## src/rtl/qtree_run_sequencer_pkg.sv

```systemverilog
`default_nettype none
// =============================================================================
// qtree_run_sequencer_pkg : run-state encoding and QTree pointer helpers | rev 1.0
// =============================================================================
package qtree_run_sequencer_pkg;

   localparam int c_QTREE_PTR_W = 16;

   typedef enum logic [2:0] {
      ST_IDLE   = 3'd0,
      ST_LOAD   = 3'd1,
      ST_ISSUE  = 3'd2,
      ST_RUN    = 3'd3,
      ST_REPORT = 3'd4
   } run_state_t;

   function automatic logic ptr_valid(input logic [c_QTREE_PTR_W-1:0] p);
      return p[0];
   endfunction

endpackage
`default_nettype wire

```

## src/rtl/qtree_run_sequencer_if.sv

```systemverilog
`default_nettype none
// =============================================================================
// qtree_run_sequencer_if : host, loader and kernel channels of the sequencer | rev 1.0
// =============================================================================
interface qtree_run_sequencer_if
   import qtree_run_sequencer_pkg::*;
#(
   parameter int NUM_INPUTS = 2,
   parameter int PTR_W      = c_QTREE_PTR_W,
   parameter int CNT_W      = 32
);
   logic                        start;
   logic                        load_en;
   logic                        root_valid;
   logic [PTR_W-1:0]            root_ptr;
   logic                        go_valid;
   logic                        go_ready;
   logic [NUM_INPUTS-1:0]       arg_valid;
   logic [NUM_INPUTS-1:0]       arg_ready;
   logic [NUM_INPUTS*PTR_W-1:0] arg_ptr;
   logic                        res_valid;
   logic [PTR_W-1:0]            res_data;
   logic                        res_ready;
   logic                        host_valid;
   logic                        host_ready;
   logic [PTR_W-1:0]            host_data;
   logic [CNT_W-1:0]            host_cycles;
   logic                        busy;
   logic                        error;

   modport master (
      input  start, root_valid, root_ptr, go_ready, arg_ready, res_valid, res_data, host_ready,
      output load_en, go_valid, arg_valid, arg_ptr, res_ready, host_valid, host_data,
             host_cycles, busy, error
   );

   modport slave (
      output start, root_valid, root_ptr, go_ready, arg_ready, res_valid, res_data, host_ready,
      input  load_en, go_valid, arg_valid, arg_ptr, res_ready, host_valid, host_data,
             host_cycles, busy, error
   );
endinterface
`default_nettype wire

```

## src/rtl/qtree_run_sequencer_run_chan_issuer.sv

```systemverilog
`default_nettype none
// =============================================================================
// run_chan_issuer : one valid/ready source with done bit and held payload | rev 1.0
// =============================================================================
module run_chan_issuer
   import qtree_run_sequencer_pkg::*;
#(
   parameter int  DATA_W = c_QTREE_PTR_W,
   localparam int c_PW   = (DATA_W > 0) ? DATA_W : 1
)(
   input  wire logic            clk,
   input  wire logic            rst,
   input  wire logic            i_launch,
   input  wire logic            i_clear,
   input  wire logic [c_PW-1:0] i_data,
   input  wire logic            i_ready,
   output logic                 o_valid,
   output logic                 o_done,
   output logic [c_PW-1:0]      o_data
);
   logic r_valid;
   logic r_done;

   always_ff @(posedge clk or posedge rst) begin
      if (rst) begin
         r_valid <= 1'b0;
         r_done  <= 1'b0;
      end else if (i_clear) begin
         r_valid <= 1'b0;
         r_done  <= 1'b0;
      end else if (i_launch) begin
         r_valid <= 1'b1;
         r_done  <= 1'b0;
      end else if (r_valid && i_ready) begin
         r_valid <= 1'b0;
         r_done  <= 1'b1;
      end
   end

   assign o_valid = r_valid;
   assign o_done  = r_done;

   generate
      if (DATA_W > 0) begin : g_data
         logic [c_PW-1:0] r_data;
         always_ff @(posedge clk or posedge rst) begin
            if (rst)           r_data <= '0;
            else if (i_launch) r_data <= i_data;
         end
         assign o_data = r_data;
      end else begin : g_nodata
         logic w_data_unused;
         assign w_data_unused = ^i_data;
         assign o_data        = '0;
      end
   endgenerate

endmodule
`default_nettype wire

```

## src/rtl/qtree_run_sequencer.sv

```systemverilog
`default_nettype none
// =============================================================================
// qtree_run_sequencer : load roots, issue Go/args, await result, report cycles | rev 1.0
// =============================================================================
module qtree_run_sequencer
   import qtree_run_sequencer_pkg::*;
#(
   parameter int NUM_INPUTS = 2,
   parameter int PTR_W      = c_QTREE_PTR_W,
   parameter int CNT_W      = 32,
   parameter int TIMEOUT    = 2**20
)(
   input wire logic              clk,
   input wire logic              reset,
   qtree_run_sequencer_if.master bus
);
   localparam int c_NCH  = NUM_INPUTS + 1;
   localparam int c_RC_W = $clog2(NUM_INPUTS + 1);

   run_state_t                r_state;
   run_state_t                w_state_next;
   logic [c_RC_W-1:0]         r_root_cnt;
   logic [PTR_W-1:0]          r_slot    [NUM_INPUTS];
   logic [PTR_W-1:0]          w_slot_in [NUM_INPUTS];
   logic [CNT_W-1:0]          r_cycles;
   logic                      r_error;
   logic [PTR_W-1:0]          r_host_data;
   logic [CNT_W-1:0]          r_host_cycles;

   logic [c_NCH-1:0]          w_chan_valid;
   logic [c_NCH-1:0]          w_chan_ready;
   logic [c_NCH-1:0]          w_chan_done;
   logic [c_NCH-1:0]          w_chan_fire;
   logic [NUM_INPUTS*PTR_W-1:0] w_arg_ptr;
   logic                      w_go_data_unused;

   logic w_start, w_root_wr, w_load_done, w_all_done, w_res_hs, w_timeout;
   logic w_load_en, w_res_ready, w_host_valid, w_busy;

   assign w_start     = (r_state == ST_IDLE) && bus.start;
   assign w_root_wr   = (r_state == ST_LOAD) && bus.root_valid;
   assign w_load_done = w_root_wr && (r_root_cnt == c_RC_W'(NUM_INPUTS - 1));
   assign w_chan_ready = {bus.arg_ready, bus.go_ready};
   assign w_chan_fire  = w_chan_valid & w_chan_ready;
   // A handshake completing this cycle counts as done so RUN follows the last one directly.
   assign w_all_done  = &(w_chan_done | w_chan_fire);
   assign w_res_hs    = (r_state == ST_RUN) && bus.res_valid;
   assign w_timeout   = (TIMEOUT != 0) && (r_state == ST_RUN) && (r_cycles >= CNT_W'(TIMEOUT));

   always_ff @(posedge clk or posedge reset) begin
      if (reset) r_state <= ST_IDLE;
      else       r_state <= w_state_next;
   end

   always_comb begin
      w_state_next = r_state;
      w_load_en    = 1'b0;
      w_res_ready  = 1'b0;
      w_host_valid = 1'b0;
      w_busy       = 1'b1;
      case (r_state)
         ST_IDLE: begin
            w_busy = 1'b0;
            if (bus.start) w_state_next = ST_LOAD;
         end
         ST_LOAD: begin
            w_load_en = 1'b1;
            if (w_load_done) w_state_next = ST_ISSUE;
         end
         ST_ISSUE: begin
            if (w_all_done) w_state_next = ST_RUN;
         end
         ST_RUN: begin
            w_res_ready = 1'b1;
            if (bus.res_valid)  w_state_next = ST_REPORT;
            else if (w_timeout) w_state_next = ST_IDLE;
         end
         ST_REPORT: begin
            w_host_valid = 1'b1;
            if (bus.host_ready) w_state_next = ST_IDLE;
         end
         default: w_state_next = ST_IDLE;
      endcase
   end

   always_ff @(posedge clk or posedge reset) begin
      if (reset) begin
         r_root_cnt <= '0;
         for (int i = 0; i < NUM_INPUTS; i++) r_slot[i] <= '0;
      end else if (w_start) begin
         r_root_cnt <= '0;
      end else if (w_root_wr) begin
         r_root_cnt <= r_root_cnt + c_RC_W'(1);
         for (int i = 0; i < NUM_INPUTS; i++)
            if (r_root_cnt == c_RC_W'(i)) r_slot[i] <= bus.root_ptr;
      end
   end

   // Last root is written on the launch edge, so the issuers see it via this bypass.
   always_comb begin
      for (int i = 0; i < NUM_INPUTS; i++)
         w_slot_in[i] = (w_root_wr && (r_root_cnt == c_RC_W'(i))) ? bus.root_ptr : r_slot[i];
   end

   always_ff @(posedge clk or posedge reset) begin
      if (reset) begin
         r_cycles <= '0;
      end else if (w_start || w_load_done) begin
         r_cycles <= '0;
      end else if ((r_state == ST_ISSUE || r_state == ST_RUN) && (r_cycles != '1)) begin
         r_cycles <= r_cycles + CNT_W'(1);
      end
   end

   always_ff @(posedge clk or posedge reset) begin
      if (reset) begin
         r_error       <= 1'b0;
         r_host_data   <= '0;
         r_host_cycles <= '0;
      end else begin
         if (w_start)                    r_error <= 1'b0;
         else if (w_timeout && !w_res_hs) r_error <= 1'b1;
         if (w_res_hs) begin
            r_host_data   <= bus.res_data;
            r_host_cycles <= r_cycles;
         end
      end
   end

   run_chan_issuer #(.DATA_W(0)) u_go (
      .clk      (clk),
      .rst      (reset),
      .i_launch (w_load_done),
      .i_clear  (w_start),
      .i_data   (1'b0),
      .i_ready  (bus.go_ready),
      .o_valid  (w_chan_valid[0]),
      .o_done   (w_chan_done[0]),
      .o_data   (w_go_data_unused)
   );

   generate
      for (genvar g = 0; g < NUM_INPUTS; g++) begin : g_arg
         run_chan_issuer #(.DATA_W(PTR_W)) u_arg (
            .clk      (clk),
            .rst      (reset),
            .i_launch (w_load_done),
            .i_clear  (w_start),
            .i_data   (w_slot_in[g]),
            .i_ready  (bus.arg_ready[g]),
            .o_valid  (w_chan_valid[g+1]),
            .o_done   (w_chan_done[g+1]),
            .o_data   (w_arg_ptr[g*PTR_W +: PTR_W])
         );
      end
   endgenerate

   assign bus.load_en     = w_load_en;
   assign bus.go_valid    = w_chan_valid[0];
   assign bus.arg_valid   = w_chan_valid[c_NCH-1:1];
   assign bus.arg_ptr     = w_arg_ptr;
   assign bus.res_ready   = w_res_ready;
   assign bus.host_valid  = w_host_valid;
   assign bus.host_data   = r_host_data;
   assign bus.host_cycles = r_host_cycles;
   assign bus.busy        = w_busy;
   assign bus.error       = r_error;

endmodule
`default_nettype wire

```

## src/flat_wrapper.sv

```systemverilog
// flat-port wrapper written by rule: the top's interface ports become plain ports
module qtree_run_sequencer_flat import qtree_run_sequencer_pkg::*;
#(
   parameter int NUM_INPUTS = 2,
   parameter int PTR_W      = c_QTREE_PTR_W,
   parameter int CNT_W      = 32,
   parameter int TIMEOUT    = 2**20
)
  (clk, reset, bus_start, bus_root_valid, bus_root_ptr, bus_go_ready, bus_arg_ready, bus_res_valid, bus_res_data, bus_host_ready, bus_load_en, bus_go_valid, bus_arg_valid, bus_arg_ptr, bus_res_ready, bus_host_valid, bus_host_data, bus_host_cycles, bus_busy, bus_error);
  qtree_run_sequencer_if #(.NUM_INPUTS(NUM_INPUTS), .PTR_W(PTR_W), .CNT_W(CNT_W)) bus_i ();
  input wire logic clk;
  input wire logic reset;
  input wire logic [$bits(bus_i.start)-1:0] bus_start;
  input wire logic [$bits(bus_i.root_valid)-1:0] bus_root_valid;
  input wire logic [$bits(bus_i.root_ptr)-1:0] bus_root_ptr;
  input wire logic [$bits(bus_i.go_ready)-1:0] bus_go_ready;
  input wire logic [$bits(bus_i.arg_ready)-1:0] bus_arg_ready;
  input wire logic [$bits(bus_i.res_valid)-1:0] bus_res_valid;
  input wire logic [$bits(bus_i.res_data)-1:0] bus_res_data;
  input wire logic [$bits(bus_i.host_ready)-1:0] bus_host_ready;
  output wire logic [$bits(bus_i.load_en)-1:0] bus_load_en;
  output wire logic [$bits(bus_i.go_valid)-1:0] bus_go_valid;
  output wire logic [$bits(bus_i.arg_valid)-1:0] bus_arg_valid;
  output wire logic [$bits(bus_i.arg_ptr)-1:0] bus_arg_ptr;
  output wire logic [$bits(bus_i.res_ready)-1:0] bus_res_ready;
  output wire logic [$bits(bus_i.host_valid)-1:0] bus_host_valid;
  output wire logic [$bits(bus_i.host_data)-1:0] bus_host_data;
  output wire logic [$bits(bus_i.host_cycles)-1:0] bus_host_cycles;
  output wire logic [$bits(bus_i.busy)-1:0] bus_busy;
  output wire logic [$bits(bus_i.error)-1:0] bus_error;
  assign bus_i.start = bus_start;
  assign bus_i.root_valid = bus_root_valid;
  assign bus_i.root_ptr = bus_root_ptr;
  assign bus_i.go_ready = bus_go_ready;
  assign bus_i.arg_ready = bus_arg_ready;
  assign bus_i.res_valid = bus_res_valid;
  assign bus_i.res_data = bus_res_data;
  assign bus_i.host_ready = bus_host_ready;
  assign bus_load_en = bus_i.load_en;
  assign bus_go_valid = bus_i.go_valid;
  assign bus_arg_valid = bus_i.arg_valid;
  assign bus_arg_ptr = bus_i.arg_ptr;
  assign bus_res_ready = bus_i.res_ready;
  assign bus_host_valid = bus_i.host_valid;
  assign bus_host_data = bus_i.host_data;
  assign bus_host_cycles = bus_i.host_cycles;
  assign bus_busy = bus_i.busy;
  assign bus_error = bus_i.error;
  qtree_run_sequencer #(.NUM_INPUTS(NUM_INPUTS), .PTR_W(PTR_W), .CNT_W(CNT_W), .TIMEOUT(TIMEOUT)) u_core (.clk(clk), .reset(reset), .bus(bus_i));
endmodule
```

## config.mk

```make
export PLATFORM = sky130hd
export DESIGN_NAME = qtree_run_sequencer_flat
export DESIGN_NICKNAME = d
export VERILOG_FILES = /design/src/rtl/qtree_run_sequencer_pkg.sv /design/src/rtl/qtree_run_sequencer_if.sv /design/src/rtl/qtree_run_sequencer_run_chan_issuer.sv /design/src/rtl/qtree_run_sequencer.sv /design/src/flat_wrapper.sv
export SDC_FILE = /design/constraint.sdc
export NUM_CORES = 1
export LEC_CHECK = 0
export BUFFER_PORTS_ARGS = -buffer_cell sky130_fd_sc_hd__buf_2
export CORE_MARGIN = 3
export CORE_UTILIZATION = 58
export CTS_BUF_LIST = sky130_fd_sc_hd__clkbuf_4
export CTS_CLUSTER_SIZE = 24
export DETAILED_ROUTE_END_ITERATION = 16
export PLACE_DENSITY_LB_ADDON = 0.2
export RECOVER_POWER = 50
export REMOVE_ABC_BUFFERS = 1
export SYNTH_ARGS = -nofsm -noshare
export SYNTH_HDL_FRONTEND = slang
export SYNTH_HIERARCHICAL = 1
export SYNTH_SLANG_ARGS = --single-unit
```

## constraint.sdc

```tcl
create_clock -name clk -period 5.5 [get_ports clk]
set_input_delay 1.1 -clock clk [delete_from_list [all_inputs] [get_ports clk]]
set_output_delay 1.1 -clock clk [all_outputs]
set_load 0.05 [all_outputs]
```

== After elaboration in Yosys (flattened, before gate mapping) ==
Index checks and enable logic that the tools add are counted.

* Flip-flop bits (word level): 140
* Input port bits: 41
* Output and inout bits: 88

* Add/sub/neg operators: 2
* Order comparisons: 1
* Mux-type cells: 36
* Reductions and logical operators: 25
* Equality and inequality tests: 11
* Bitwise logic cells: 3

{| class="wikitable"
|+ Operators by type and width
! kind !! number
|-
| $mux 32 || 2
|-
| $add 32x1->32 const B || 1
|-
| $ge 32x21->1 const B || 1
|-
| $ne 32x32->1 const B || 1
|-
| $mux 1 || 24
|-
| $mux 3 || 6
|-
| $mux 16 || 1
|-
| $pmux 3 s5 || 1
|-
| $logic_and 1x1->1 || 11
|-
| $reduce_bool 3->1 || 3
|-
| $eq 3x2->1 const B || 2
|-
| $reduce_and 3->1 || 2
|-
| $reduce_bool 2->1 || 3
|-
| $reduce_and 5->1 || 1
|-
| $mux 2 || 2
|-
| $ne 2x1->1 const B || 2
|-
| $ne 2x2->1 const B || 2
|-
| $and 3x3->3 || 1
|-
| $eq 3x1->1 const B || 1
|-
| $eq 3x3->1 const B || 1
|-
| $logic_not 3->1 || 1
|-
| $ne 3x2->1 const B || 1
|-
| $or 3x3->3 || 1
|-
| $add 2x1->2 const B || 1
|-
| other kinds (5) || 6
|}

== Longest topological paths before layout ==
Gate-level depths: netlist of the first run.

* Depth after elaboration: 6
* Gate-level depth with buffers: 9
* Depth with buffers taken out: 6

== Hierarchy ==
Netlist of the first run, hierarchy kept.

{| class="wikitable"
|+ Modules (own cells, without submodules)
! module !! cells an instance !! times used !! area each (um^2)
|-
| qtree_run_sequencer || 445 || 1 || 5496.5
|-
| run_chan_issuer (u_core.g_arg[0].u_arg ...) || 42 || 2 || 720.7
|-
| run_chan_issuer (u_core.u_go) || 10 || 1 || 93.8
|}

== Worst setup path after synthesis of the first run ==
No wires, ideal clock.

* Kind: flip-flop to output port
* Start point: register u_core.r_state[0]
* End point: output bus_load_en
* Data arrival time: 1.705 ns
* Buffers on the path: 1
* Path slack: 2.695 ns
* Stages on the path, launching flop included: 3
* Cell sequence: dfrtp_1 -> clkbuf_1 -> nor3b_1

* Longest elaborated chain between the ends: 2

{| class="wikitable"
|+ Ends and longest elaborated chain
! element !! line !! source
|-
| start, declared || qtree_run_sequencer.sv:20 || <nowiki>run_state_t r_state;</nowiki>
|-
| start signal, assigned || qtree_run_sequencer.sv:52 || <nowiki>else r_state <= w_state_next;</nowiki>
|-
| $eq 3x1->1 || qtree_run_sequencer.sv:61 || <nowiki>case (r_state)</nowiki>
|-
| $mux 1 || qtree_run_sequencer.sv:61 ||
|-
| end, declared || flat_wrapper.sv:21 || <nowiki>output wire logic [$bits(bus_i.load_en)-1:0] bus_load_en;</nowiki>
|}

Every way passes these cells.

==> metrics.txt, run 1 <==
Sequential Power Share=between 30% and 40%; # IOs=129; Slew Limit Fails=108; mapped cell area=roughly 7000 µm²; vias per inst=~5.7; CP Capture Type=asynchronous set/reset pin; initial antenna violation count=0; syn avg cell area=13.1 µm²; Sw Share=between 40% and 50%; final cell count without fillers=820; setup_tns=0 ns; Hold Fails Final Rpt=0; Clock Sinks=156; commonest non-fill, non-tap cell in the layout=dfrtp_1; dpl hpwl=about 9.6 mm; Tmin final=roughly 3.7 ns; IO buf count=about 130; row count=39; Num CTS Buffers=17; DR pass1 iterations=5; cell-internal power=2.50 mW; Worst Setup Start Kind=primary input; Power Density=554 nW/µm²; Routed WL=between 10 and 15 mm; Max rail drop VDD=~0.00042 V; CTS Buffer Depth=2; Psw=~1.9 mW; Die Span Y=about 120 µm; most frequent cells in the layout=156 x dfrtp_1, 125 x mux2_2, 123 x buf_2, 37 x nand2_1; Synth warnings=6; DIE WIDTH=roughly 120 µm; # setup viols final=0; crit path DAT=between 4 and 5 ns; DR vias=4,650; gr usage total=21.6%; status=finished with violations; die footprint=13,500 µm²; WS Path Type=in -> async; P&R area growth vs syn=12.8%; failing checks=max-capacitance violations, max-slew violations; Clock transition at path regs=between 0.1 and 0.15 ns; slew margin rel.=-118%; Diodes inserted=0; Placed Cells=791; Iteration-0 DRC Markers=220; Lkg Pwr=between 3 and 4 nW; post-CTS setup repair buffer count=0; hold_buf cts=0; GRT overflow=0; final hold slack=~0.42 ns; Layout Nets=slightly above 700; core region area=between 10,000 and 15,000 µm²; Cells after Synth=between 500 and 600; CTS tree=yes; vias in the first global route=4,666; wire length per cell=16.6 µm; Final Cycle Share=67.4%; Final Skew=0.0176 ns; CP Max Fanout=74; clk_lat worst skew=around 0.54 ns; Worst Max-Slew Pin Slew=approximately 3.3 ns; Clock Power Share=13.5%; R2R Path Start=u_core/r_state[2]; DRC=0; initial core utilization=60.4%; GP Congestion=~0.79; Max-Cap Viols=2; Root Buffer=clkbuf_4; first-pass GRT wire length=about 23 mm; Logic pwr share=47.0%; H-tree depth=4; Critical Path RT=roughly 6.0 ns; layout cells sized above 1=44.3%; CP startpoint=reset; largest net degree at the start of global routing=75; CTS resizes=0; Min-Delay Path Class=in -> async; RSZ-0062 raised after global routing=false; post-route ant nets=0; max frequency=approximately 270 MHz
[through the flow]
step	setup slack (ns)	power, mW	area [µm²]	util (%)
2_1_floorplan	1.27	3.38	6860	-
3_3_place_gp	2.18	3.79	7730	66.6
3_5_place_dp	2.09	3.87	7730	66.6
4_1_cts	2.44	4.47	7960	68.5
5_1_grt	1.19	4.65	7920	68.2
6_report	1.79	4.39	7920	68.2
[state kept, by name (all words and copies together), names as in the netlist]
signal and cells:
u_core/bus.host_cycles 32, u_core/r_cycles 32, u_core/bus.error 1, u_core/bus.host_data 16, u_core/r_root_cnt 2, u_core/g_arg.u_arg/o_valid 2, u_core/r_slot 32, u_core/u_go/o_valid 1
u_core/u_go/o_done 1, u_core/g_arg.u_arg/o_data 32, u_core/r_state 3, u_core/g_arg.u_arg/o_done 2
[power groups by stage]
stage               clock network (mW)  registers (mW)  logic, mW
global placement                     0            1.73       2.06
CTS                              0.621            1.73       2.11
floorplan                            0            2.48      0.901
detailed placement                   0            1.75       2.11
finish                           0.593            1.73       2.06
global route                     0.670            1.78       2.20
[layer usage]
metal | part of all wire (%) | GRT usage, %
met5 | 0 | 0
met4 | 1.6 | 8.04
met3 | 6.4 | 7.10
met2 | 52 | 37.3
met1 | 40 | 25.0
[final cells by class]
| type | count | area (µm²) |
|---|---|---|
| Sequential cell | 156 | 3900 |
| Fill cell | 894 | 3700 |
| Multi-Input combinational cell | 341 | 2870 |
| Timing Repair Buffer | 134 | 669 |
| Clock buffer | 24 | 180 |
| Tap cell | 143 | 179 |
| Inverter | 17 | 65.1 |
| Clock inverter | 5 | 46.3 |
[final timing paths]
check,slack [ns],cells after the start,to
worst max-delay path,1.79,3,u_core/r_slot[31]
worst min-delay path,0.42,2,u_core/u_go/o_done
worst max register to register,2.30,6,u_core/g_arg[1].u_arg/o_data[11]
worst min register to register,0.49,2,u_core/bus.host_cycles[1]
max in group clk,2.26,7,u_core/g_arg[1].u_arg/o_data[11]
min in group clk,0.49,2,u_core/bus.host_cycles[1]
[critical path, stage by stage]
cell and delay (ns):
clkbuf_1 0.11, clkinvlp_2 1.81, clkbuf_2 1.10
Power figures use the tool's default switching activity.
==> run 2, diff against run 1 <==
--- a/config.mk
+++ b/config.mk
@@ -7,7 +7,7 @@
 export LEC_CHECK = 0
 export BUFFER_PORTS_ARGS = -buffer_cell sky130_fd_sc_hd__buf_2
 export CORE_MARGIN = 3
-export CORE_UTILIZATION = 58
+export CORE_UTILIZATION = 52
 export CTS_BUF_LIST = sky130_fd_sc_hd__clkbuf_4
 export CTS_CLUSTER_SIZE = 24
 export DETAILED_ROUTE_END_ITERATION = 16
==> constraint.sdc (replaced) <==
create_clock -name clk -period 3.34 [get_ports clk]
set_input_delay 0.668 -clock clk [delete_from_list [all_inputs] [get_ports clk]]
set_output_delay 0.668 -clock clk [all_outputs]
set_load 0.05 [all_outputs]
==> metrics.txt, run 2 (same netlist as run 1, synthesis figures left out) <==
initial antenna violation count=0; Psw=3.15 mW; Num CTS Buffers=17; Max rail drop VDD=roughly 0.00060 V; Diodes inserted=0; most frequent cells in the layout=156 x dfrtp_1, 125 x mux2_2, 111 x buf_2, 37 x nand2_1, 24 x a21oi_1; Min-Delay Path Class=in -> reg; Tmin final=between 2 and 2.5 ns; commonest non-fill, non-tap cell in the layout=dfrtp_1; Design Power=between 7 and 8 mW; Logic pwr share=46.2%; cells along the critical path=nor2b_1 -> and2_1 -> buf_2; post-route ant nets=0; dpl hpwl=about 9.6 mm; DR pass1 iterations=4; initial core utilization=a little over half; Final Cycle Share=between 70 and 80%; CTS Buffer Depth=2; P&R area growth vs syn=14.9%; Max stage delay on crit path=around 0.5 ns; largest net degree at the start of global routing=just over 60; Clock transition at path regs=0.11 ns; DIE WIDTH=122 µm; vias in the first global route=approximately 4,700; # setup viols final=0; slew margin rel.=-22.6%; clk_lat worst skew=roughly 0.54 ns; CP Depth=3; Worst Setup Start Kind=flop; M2 GR Usage=between 30% and 40%; first-pass GRT wire length=between 20 and 25 mm; met1 usage=about a quarter; Reg2Reg Depth=6; layout cells sized above 1=43.7%; max frequency=401 MHz; Die Span Y=between 100 and 150 µm; RSZ-0062 raised after global routing=false; vias per inst=around 5.4; CTS tree=yes; Root Buffer=clkbuf_4; GRT overflow=0; Iteration-0 DRC Markers=between 150 and 200; Routed WL=between 10 and 15 mm; Sw Share=a little over two fifths; GP Congestion=0.796; # IOs=129; Worst Path Buf+Inv=1; DR vias=roughly 4,600; CTS resizes=0; Hold Fails Final Rpt=0; H-tree depth=4; row count=a little over 40; Power Density=about 920 nW/µm²; Clock Sinks=between 150 and 200; IO buf count=roughly 130; most crowded layer after global routing=met2; Lkg Pwr=3.86 nW; Worst Max-Slew Pin Slew=~1.8 ns; Final Skew=about 0.014 ns; gr usage total=approximately a fifth; post-route core utilization=62.4%; Clock Power Share=~15%; status=finished with violations; Max-Cap Viols=1; met3 GRT Util=6.45%; WS Path Type=reg -> out; crit path DAT=between 1.5 and 2 ns; Critical Path RT=2.67 ns; Sequential Power Share=38.4%; core region area=12,900 µm²; CP Capture Type=output port; die footprint=between 10,000 and 15,000 µm²; wire length per cell=around 16 µm; CP Max Fanout=9; CP max stage cell=dfrtp_1; Slew Limit Fails=40; worst hold stages=2; cell-internal power=between 4 and 5 mW; DRC=0; top cell family by delay on the critical path=simple AND/OR/NAND/NOR gates; failing checks=max-capacitance violations, max-slew violations; Layout Nets=around 700
run 2: changes by cell type in the layout (fill, tap and decap cells not counted), sizes merged:
cell	previous run	this run
buf	126	117
bufinv	1	3
clkbuf	32	40
clkinv	4	6
clkinvlp	1	2
dlygate4sd3	0	1
run 2: final cells by class:
class | count | area, µm²
clock buffers | 21 | 158
clock inverters | 10 | 124
fillers | 1077 | 4860
inverters | 17 | 65.1
multi-input cells | 341 | 2890
flip-flops and latches | 156 | 3900
well taps | 172 | 215
repair buffers | 137 | 708
run 2: timing repair:
action                                  CTS  global route
setup buffers                             0             0
hold endpoints to repair                  2             0
endpoints found under the setup margin    0             0
hold buffers                              1             0
run 2: metrics by stage:
step / cell area (µm²) / hold slack (ns) / setup slack, ns / TNS [ns] / instances
3_5_place_dp: 7810 / 0.473 / 0.825 / 0 / 822
2_1_floorplan: 6860 / 0.409 / -0.457 / -53.94 / 514
3_3_place_gp: 7810 / 0.461 / 0.879 / 0 / 822
6_report: 8070 / 0.306 / 0.845 / 0 / 854
4_1_cts: 8100 / 0.256 / 0.758 / 0 / 854
5_1_grt: 8070 / 0.275 / 0.483 / 0 / 854
run 2: final timing paths:
path                                           start                               to  slack [ns]
min reg2reg                u_core/bus.host_cycles[5]        u_core/bus.host_cycles[5]        0.49
max reg2reg                        u_core/r_state[1]  u_core/g_arg[1].u_arg/o_data[6]        0.86
max                                u_core/r_state[1]                    bus_res_ready        0.84
min in group asynchronous                      reset               u_core/u_go/o_done        0.56
min                                   bus_host_ready                u_core/r_state[2]        0.31
max in group asynchronous                      reset          u_core/bus.host_data[0]        0.88
run 2: routing by layer:
layer / up-vias / share of wire, %
li1: 2211 / -
met1: 2274 / 43
met2: 115 / 48
met3: 17 / 7.0
met4: 0 / 1.7
met5: - / 0
run 2: power by group through the flow:
stage | Clock (mW) | Combinational, mW | Sequential (mW)
2_1_floorplan | 0 | 1.48 | 4.08
3_5_place_dp | 0 | 3.49 | 2.88
3_3_place_gp | 0 | 3.42 | 2.84
5_1_grt | 1.28 | 3.64 | 2.93
6_report | 1.14 | 3.43 | 2.85
4_1_cts | 1.19 | 3.49 | 2.85
run 2: worst reg2reg max path: cells and delay by family, from the launching register on:
family / cells / cell delay, ns
buffers and inverters: 2 / 0.64
flip-flops: 1 / 0.48
multiplexers: 2 / 0.69
AND/OR/NAND/NOR: 2 / 0.55
==> run 3, diff against run 2 <==
==> constraint.sdc (replaced) <==
create_clock -name clk -period 2.1 [get_ports clk]
set_input_delay 0.42 -clock clk [delete_from_list [all_inputs] [get_ports clk]]
set_output_delay 0.42 -clock clk [all_outputs]
set_load 0.05 [all_outputs]
==> metrics.txt, run 3 (same netlist as run 1, synthesis figures left out) <==
commonest non-fill, non-tap cell in the layout=dfrtp_1; Hold Fails Final Rpt=0; most frequent cells in the layout=152 x dfrtp_1, 125 x mux2_2, 119 x buf_2, 40 x buf_4, 37 x nand2_1; Design Power=12.2 mW; vias per inst=around 5.4; Clock Sinks=~160; initial antenna violation count=0; GP Congestion=about 0.81; M2 GR Usage=a little over a third; R2R Path End=u_core/g_arg[1].u_arg/o_data[3]; FF-to-FF setup slack=roughly 0.014 ns; Clock transition at path regs=roughly 0.11 ns; Root Buffer=clkbuf_4; largest net degree at the start of global routing=40; DR vias=roughly 4,800; Die Span Y=between 100 and 150 µm; R2R Path Start=u_core/r_state[1]; row count=between 40 and 50; DIE WIDTH=around 120 µm; Tmin final=between 2 and 2.5 ns; Final Cycle Share=a little under 100%; Layout Nets=roughly 760; RSZ-0062 raised after global routing=true; Iteration-0 DRC Markers=~250; CP Max Fanout=25; hold_sp=bus_host_ready; crit path DAT=approximately 2.5 ns; CTS tree=yes; first-pass GRT wire length=24.2 mm; gr usage total=between 20 and 25%; setup slack after layout=around 0.014 ns; Num CTS Buffers=17; Setup WS pre-CTS=-0.136 ns; H-tree depth=4; # setup viols final=0; post-route ant nets=0; vias in the first global route=between 5,000 and 6,000; Final Skew=~0.026 ns; Max-Cap Viols=0; Min-Delay Path Class=in -> reg; Worst Max-Slew Pin Slew=1.13 ns; WS Path Type=reg -> reg; IO buf count=roughly 130; CP startpoint=u_core/r_state[1]; most crowded layer after global routing=met2; DR pass1 iterations=6; layout cells sized above 1=a little over 50%; core region area=~13,000 µm²; Lkg Pwr=approximately 4.2 nW; Placed Cells=between 800 and 900; final hold slack=between 0.06 and 0.07 ns; # IOs=between 100 and 150; met1 usage=around 25%; Diodes inserted=0; initial core utilization=a little over half; CP Capture Type=flop; P&R area growth vs syn=22.6%; Worst Setup Start Kind=flop; Routed WL=14.6 mm; max frequency=~480 MHz; Slew Limit Fails=0; die footprint=14,900 µm²; Max rail drop VDD=0.00124 V; worst hold stages=2; GRT overflow=0; Power Density=1420 nW/µm²; DRC=0; final cell count without fillers=about 900; wire length per cell=between 15 and 20 µm; CTS Buffer Depth=2; Reg2Reg Depth=7; Critical Path RT=between 2 and 3 ns; clk_lat worst skew=approximately 0.55 ns; status=completed; Hold EP=u_core/r_state[2]; dpl hpwl=between 10 and 15 mm; slew margin rel.=approximately a quarter; met3 GRT Util=under 10%
[run 3: cell types whose count changed in the layout (fill, tap and decap cells not counted), moves of 3 or more]
cell	delta
buf_4	+36
buf_2	+8
clkbuf_1	-10
buf_6	+3
dfrtp_2	+4
nor4_4	+4
dfrtp_1	-4
nor4_1	-5
[run 3: worst max-delay path by stage]
stage,endpoint,slack [ns],cells past startpoint
floorplan,u_core/bus.error,-1.45,1
global placement,u_core/r_cycles[19],-0.03,6
detailed placement,u_core/r_cycles[3],-0.14,6
CTS,bus_busy,0.005,3
global route,bus_res_ready,-0.07,3
finish,u_core/g_arg[1].u_arg/o_data[3],0.01,7
[run 3: layout make-up]
cell class	count	area (µm²)
Fill cell	990	4320
Sequential cell	156	3910
Multi-Input combinational cell	341	3050
Timing Repair Buffer	180	1090
Tap cell	172	215
Clock buffer	21	158
Clock inverter	11	125
Inverter	17	63.8
[run 3: routing by layer]
| metal | up-vias | routed length [µm] | share of wire, % |
|---|---|---|---|
| met4 | 0 | 91 | 0.62 |
| met2 | 106 | 7440 | 51 |
| met1 | 2427 | 6190 | 42 |
| li1 | 2301 | - | - |
| met5 | - | 0 | 0 |
| met3 | 10 | 910 | 6.2 |
[run 3: power by group]
group | internal [mW] | switching [mW] | total, mW
registers | 3.98 | 0.517 | 4.50
clock network | 0.856 | 0.979 | 1.83
logic | 2.22 | 3.64 | 5.86
[run 3: repair_timing]
action | in CTS | in global routing
hold endpoints to repair | 40 | 0
pin swaps | 1 | 7
gates resized for setup | 13 | 23
endpoints found under the setup margin | 31 | 51
setup buffers | 2 | 4
hold buffers | 1 | 0
[run 3: metrics by stage]
step                cell area (µm²)  utilization (%)  setup TNS [ns]
floorplan                      6860                -         -219.65
global placement               8140             63.0          -0.203
detailed placement             8140             63.0           -2.08
CTS                            8500             65.8               0
global route                   8600             66.6           -2.26
finish                         8600             66.6               0
[run 3: critical path, stage by stage (launching register included)]
cell	delay [ns]
dfrtp_1	0.43
buf_4	0.15
and4bb_2	0.35
nand2_1	0.10
inv_2	0.12
buf_12	0.21
mux2_2	0.35
mux2_4	0.25
